File: src/rtl/axi_lite_demux_nslv.sv
// 1-master to NSLV-slave AXI-lite demux with base/mask decode, one transaction in flight,
// alternating read/write priority and an internal DECERR responder for unmapped addresses.
module axi_lite_demux_nslv #(
  parameter int NSLV = 2,
  parameter int AW   = 32,
  parameter int DW   = 32,
  parameter logic [NSLV*AW-1:0] SLV_BASE = {32'h0200_0000, 32'h0},
  parameter logic [NSLV*AW-1:0] SLV_MASK = {32'hFFFF_0000, 32'h0}
) (
  input  logic                   clk,
  input  logic                   rst,
  input  logic [AW-1:0]          m_araddr,
  input  logic                   m_arvalid,
  output logic                   m_arready,
  output logic [DW-1:0]          m_rdata,
  output logic [1:0]             m_rresp,
  output logic                   m_rvalid,
  input  logic                   m_rready,
  input  logic [AW-1:0]          m_awaddr,
  input  logic                   m_awvalid,
  output logic                   m_awready,
  input  logic [DW-1:0]          m_wdata,
  input  logic [DW/8-1:0]        m_wstrb,
  input  logic                   m_wvalid,
  output logic                   m_wready,
  output logic [1:0]             m_bresp,
  output logic                   m_bvalid,
  input  logic                   m_bready,
  output logic [NSLV*AW-1:0]     s_araddr,
  output logic [NSLV-1:0]        s_arvalid,
  input  logic [NSLV-1:0]        s_arready,
  input  logic [NSLV*DW-1:0]     s_rdata,
  input  logic [NSLV*2-1:0]      s_rresp,
  input  logic [NSLV-1:0]        s_rvalid,
  output logic [NSLV-1:0]        s_rready,
  output logic [NSLV*AW-1:0]     s_awaddr,
  output logic [NSLV-1:0]        s_awvalid,
  input  logic [NSLV-1:0]        s_awready,
  output logic [NSLV*DW-1:0]     s_wdata,
  output logic [NSLV*DW/8-1:0]   s_wstrb,
  output logic [NSLV-1:0]        s_wvalid,
  input  logic [NSLV-1:0]        s_wready,
  input  logic [NSLV*2-1:0]      s_bresp,
  input  logic [NSLV-1:0]        s_bvalid,
  output logic [NSLV-1:0]        s_bready
);

  // state   | meaning
  // IDLE    | no transaction; arbitrate and decode
  // RD_ADDR | AR forwarded to sel (or accepted internally on is_err)
  // RD_DATA | R returned from sel (or DECERR)
  // WR_ADDR | AW and W forwarded independently, tracked by aw_done/w_done
  // WR_RESP | B returned from sel (or DECERR)
  localparam logic [2:0] IDLE    = 3'd0;
  localparam logic [2:0] RD_ADDR = 3'd1;
  localparam logic [2:0] RD_DATA = 3'd2;
  localparam logic [2:0] WR_ADDR = 3'd3;
  localparam logic [2:0] WR_RESP = 3'd4;

  localparam int SW = (NSLV > 1) ? $clog2(NSLV) : 1;

  logic [2:0]    state;
  logic [SW-1:0] sel, dec_sel;
  logic          is_err, dec_hit, prio_wr, aw_done, w_done;
  logic          grant_rd, grant_wr;
  logic [AW-1:0] dec_addr;
  logic          ar_hs, r_hs, aw_hs, w_hs, b_hs;

  assign s_araddr = {NSLV{m_araddr}};
  assign s_awaddr = {NSLV{m_awaddr}};
  assign s_wdata  = {NSLV{m_wdata}};
  assign s_wstrb  = {NSLV{m_wstrb}};

  assign grant_rd = m_arvalid & (~m_awvalid | ~prio_wr);
  assign grant_wr = m_awvalid & ~grant_rd;
  assign dec_addr = grant_rd ? m_araddr : m_awaddr;

  // Descending scan so the lowest matching index is the one left standing.
  always_comb begin
    dec_hit = 1'b0;
    dec_sel = '0;
    for (int i = NSLV - 1; i >= 0; i--) begin
      if ((dec_addr & SLV_MASK[i*AW +: AW]) == SLV_BASE[i*AW +: AW]) begin
        dec_hit = 1'b1;
        dec_sel = SW'(i);
      end
    end
  end

  always_comb begin
    s_arvalid = '0;
    s_rready  = '0;
    s_awvalid = '0;
    s_wvalid  = '0;
    s_bready  = '0;
    m_arready = 1'b0;
    m_rvalid  = 1'b0;
    m_rdata   = '0;
    m_rresp   = 2'b00;
    m_awready = 1'b0;
    m_wready  = 1'b0;
    m_bvalid  = 1'b0;
    m_bresp   = 2'b00;
    case (state)
      RD_ADDR: begin
        if (is_err) begin
          m_arready = 1'b1;
        end else begin
          s_arvalid[sel] = m_arvalid;
          m_arready      = s_arready[sel];
        end
      end
      RD_DATA: begin
        if (is_err) begin
          m_rvalid = 1'b1;
          m_rresp  = 2'b11;
        end else begin
          m_rvalid      = s_rvalid[sel];
          m_rdata       = s_rdata[sel*DW +: DW];
          m_rresp       = s_rresp[sel*2 +: 2];
          s_rready[sel] = m_rready;
        end
      end
      WR_ADDR: begin
        if (is_err) begin
          m_awready = ~aw_done;
          m_wready  = ~w_done;
        end else begin
          s_awvalid[sel] = m_awvalid & ~aw_done;
          s_wvalid[sel]  = m_wvalid & ~w_done;
          m_awready      = s_awready[sel] & ~aw_done;
          m_wready       = s_wready[sel] & ~w_done;
        end
      end
      WR_RESP: begin
        if (is_err) begin
          m_bvalid = 1'b1;
          m_bresp  = 2'b11;
        end else begin
          m_bvalid      = s_bvalid[sel];
          m_bresp       = s_bresp[sel*2 +: 2];
          s_bready[sel] = m_bready;
        end
      end
      default: ;
    endcase
  end

  assign ar_hs = m_arvalid & m_arready;
  assign r_hs  = m_rvalid & m_rready;
  assign aw_hs = m_awvalid & m_awready;
  assign w_hs  = m_wvalid & m_wready;
  assign b_hs  = m_bvalid & m_bready;

  always_ff @(posedge clk or posedge rst) begin
    if (rst) begin
      state   <= IDLE;
      sel     <= '0;
      is_err  <= 1'b0;
      prio_wr <= 1'b0;
      aw_done <= 1'b0;
      w_done  <= 1'b0;
    end else begin
      case (state)
        IDLE: begin
          if (grant_rd | grant_wr) begin
            state  <= grant_rd ? RD_ADDR : WR_ADDR;
            sel    <= dec_sel;
            is_err <= ~dec_hit;
            if (m_arvalid & m_awvalid) prio_wr <= ~prio_wr;
          end
        end
        RD_ADDR: if (ar_hs) state <= RD_DATA;
        RD_DATA: if (r_hs) state <= IDLE;
        WR_ADDR: begin
          if ((aw_done | aw_hs) & (w_done | w_hs)) begin
            state   <= WR_RESP;
            aw_done <= 1'b0;
            w_done  <= 1'b0;
          end else begin
            if (aw_hs) aw_done <= 1'b1;
            if (w_hs) w_done <= 1'b1;
          end
        end
        WR_RESP: if (b_hs) state <= IDLE;
        default: state <= IDLE;
      endcase
    end
  end

endmodule

File: config.mk
export PLATFORM = sky130hd
export DESIGN_NAME = axi_lite_demux_nslv
export DESIGN_NICKNAME = d
export VERILOG_FILES = /design/src/rtl/axi_lite_demux_nslv.sv
export SDC_FILE = /design/constraint.sdc
export NUM_CORES = 1
export LEC_CHECK = 0
export ABC_CLOCK_PERIOD_IN_PS = 1800
export CELL_PAD_IN_SITES_DETAIL_PLACEMENT = 0
export CELL_PAD_IN_SITES_GLOBAL_PLACEMENT = 1
export CORE_AREA = 5 5 168 170
export DETAILED_ROUTE_END_ITERATION = 8
export DIE_AREA = 0 0 173 175
export GPL_ROUTABILITY_DRIVEN = 0
export PLACE_DENSITY = 0.77
export SETUP_SLACK_MARGIN = 0.5
export SLEW_MARGIN = 10
export SYNTH_ARGS = -nofsm -noshare
export SYNTH_HDL_FRONTEND = slang
export SYNTH_SLANG_ARGS = --single-unit
export TNS_END_PERCENT = 100
File: constraint.sdc
create_clock -name clk -period 1.8 [get_ports clk]
set_input_delay 0.27 -clock clk [delete_from_list [all_inputs] [get_ports clk]]
set_output_delay 0.27 -clock clk [all_outputs]
set_load 0.01 [all_outputs]
==> Implementation_results.wiki, run 1 <==
{| class="wikitable"
! Metric !! Value
|-
| Result of the run || finished with violations
|-
| Failing checks || negative setup slack
|-
| Post-synth top area share || 0.682
|-
| Time the final worst path needs with I/O delays and setup || approximately 1.8 ns
|-
| Fin. Hold Viols || 0
|-
| Setup Slack @ Placement || -0.142 ns
|-
| Power consumption || about 4.1 mW
|-
| Placed cell count || between 500 and 600
|-
| Number of global-route vias before repair || approximately 1500
|-
| Wire length of the first global-routing pass || slightly below 10 mm
|-
| Num CTS Buffers || 3
|-
| Number of flops mapped to enable cells by yosys || 0
|-
| Area used by sequential logic in the layout || about 150 µm²
|-
| Unrepaired setup endpoints after global routing || true
|-
| Share of the clock period used by the worst path after layout || 1.02
|-
| Count of state elements after synthesis || 6
|-
| 1st-iter DRT viols || 24
|-
| Worst-path clk slew || ~0.040 ns
|-
| Detailed-route wire length per cell || about 15 µm
|-
| Effective utilization at floorplan || 0.0849
|-
| Post-DP HPWL || approximately 5.3 mm
|-
| Vert. Die Dim || roughly 180 µm
|-
| Maximum clock frequency || approximately 540 MHz
|-
| Synth Instances || around 300
|-
| Insertion delay of the later-clocked pin in the worst-skew pair || ~0.23 ns
|-
| Total of warnings raised by yosys || 0
|-
| Die Width || around 170 µm
|-
| Site Rows || 60
|-
| DRC violations left || 0
|-
| Buffers from clock root to sink, at most || 2
|-
| Number of clock sinks seen by CTS || 6
|-
| Depth of the worst register-to-register path || 7
|-
| Endpoint arrival time on the critical path || between 1.5 and 2 ns
|-
| Number of nets still failing antenna checks after routing || 0
|-
| Source of the worst register-to-register timing path || state[2]
|-
| Share of cells above drive strength 1 || 0.637
|-
| Setup violators final || 1
|-
| Final-report max-slew violation count || 0
|-
| Maximum net fanout on the critical path || 4
|-
| Final worst slack || -0.0387 ns
|-
| CTS tree || done
|-
| GR Overflow Total || 0
|-
| Sequential-to-total area share from yosys stat || 0.0665
|-
| Crit path capture type || primary output
|-
| Synth-to-Final Area Change || 22.0%
|-
| Vias after detailed routing || 1340
|-
| Power per standard cell area || 1470 nW/µm²
|-
| Cell leakage power || roughly 1.1 nW
|-
| Filler-free cell count of the finished design || 556
|-
| Antenna violations before repair || 1
|-
| Total wirelength of the detailed-routed design || slightly above 8 mm
|-
| Startpoint of the most critical setup path || state[2]
|-
| Maxcap violations || 0
|-
| Crit path launch type || register
|-
| Worst clock skew || 0.00242 ns
|-
| Area of the die || approximately 30000 µm²
|-
| Top FF cell, synth || dfrtp_1
|-
| Number of distinct library cells after synthesis || 29
|-
| Data required time of the critical path || about 1.5 ns
|-
| Total standard cell area after synthesis || 2260 µm²
|-
| Placeable Area || ~27000 µm²
|-
| Number of vias per cell after detailed routing || approximately 2.4
|-
| Number of iterations in the first detailed-routing pass || 2
|-
| Post-synthesis area per instance || ~7.6 µm²
|-
| Most frequent cell after synthesis || buf_4
|-
| Deepest level of the CTS H-tree || 1
|-
| Clk root buf || clkbuf_16
|-
| Cts hold-fix bufs || 0
|-
| Kind of path behind the tightest hold check || in2async
|-
| Number of top-level pins || 440
|-
| Class of the most critical setup path || reg2out
|-
| Largest net degree at the start of global routing || 19
|-
| Total inserted antenna cells || 0
|-
| Filler Cell Count || 3082
|-
| Port buffer count || 93
|-
| Largest cells by area after synthesis || buf_4 (68%), and2_1 (11%), dfrtp_1 (6.7%), nor3b_1 (1.7%), buf_6 (1.0%)
|-
| Top cell type by total area after synthesis || buf_4
|-
| Peak supply drop || slightly above 0.0003 V
|-
| All-Layer GR Usage || 0.0433
|-
| Worst Hold Margin || between 0.2 and 0.3 ns
|-
| Async S/R FF share, synth || 1.00
|-
| Multi-input gate area in the final layout || between 700 and 800 µm²
|-
| Most common library cells after synthesis || buf_4 (205), and2_1 (40), dfrtp_1 (6)
|-
| Total number of nets in the final design || 406
|}
power breakdown:
part,leakage [nW],switching (mW),internal (mW)
Clock,0.0370,0.0812,0.286
Sequential,0.0745,0.0782,0.206
Combinational,0.985,1.35,2.06
layer usage:
metal | routed length, µm | track usage | vias up
met4 | 482 | 0.0289 | 2
met5 | 13 | 0 | -
li1 | - | - | 557
met3 | 1330 | 0.0355 | 63
met2 | 3700 | 0.0640 | 161
met1 | 2650 | 0.0408 | 557
repair_timing:
| action | 4_1_cts | 5_1_grt |
|---|---|---|
| pin swaps | 4 | 40 |
| endpoints found under the setup margin | 52 | 52 |
| resized for setup | 225 | 73 |
| buffers inserted | 9 | 1 |
| gates cloned | 2 | 5 |
stage by stage:
| step | TNS, ns | area (µm²) | utilization |
|---|---|---|---|
| after floorplan | 0 | 2300 | - |
| after CTS | -0.0180 | 2330 | 0.0878 |
| after global routing | -1.53 | 2750 | 0.104 |
| final | -0.0387 | 2750 | 0.104 |
| after detailed placement | -1.82 | 2180 | 0.0822 |
| after global placement | -1.77 | 2180 | 0.0822 |
sequential cells by signal, indices dropped and copies added, names as in the netlist:
name,cells
prio_wr,1
aw_done,1
w_done,1
state,3
layout make-up:
type                       instances  share of cell area
clock buffer                       3              0.0273
inverter                           2             0.00273
multi-input combinational         82               0.266
sequential                         6              0.0545
tap                              341               0.155
timing repair buffer             122               0.495
worst max-delay path, stage by stage (launching register included):
cell      delay [ns]
dfrtp_1         0.41
buf_6           0.14
nand3b_1        0.24
buf_6           0.17
buf_6           0.10
nor3b_2         0.13
buf_2           0.14
logic make-up after synthesis:
family	Yosys count	share of synthesized area
AND/OR/NAND/NOR	62	0.176
buffers and inverters	212	0.700
XOR/XNOR	1	0.00388
multiplexers	1	0.00665
AO/OA/AOI/OAI	13	0.0455
other	1	0.00166
flip-flops	6	0.0665
path summary, 6_finish.rpt:
check	endpoint	slack, ns
setup / recovery	m_awready	-0.04
max in group asynchronous	state[1]	1.32
hold / removal	state[2]	0.28
setup reg to reg	state[1]	0.09
hold reg to reg	prio_wr	0.48
min in group clk	prio_wr	0.48
layout by cell type (no fill, tap or decap), drive strengths merged, types with 3 or more instances in the layout:
cell type       n
buf            71
nand3           5
nand2           4
clkbuf          7
a21oi           3
and2           40
nor3b           6
conb            5
dfrtp           6
clkdlybuf4s50  47
Note: power is estimated with default switching activity, not from simulation.
==> run 2, diff against run 1 <==
CTS_CLUSTER_DIAMETER = 80   (was not set)
==> results of run 2 <==
The final DEF is identical to that of run 1; final timing and power are the same.
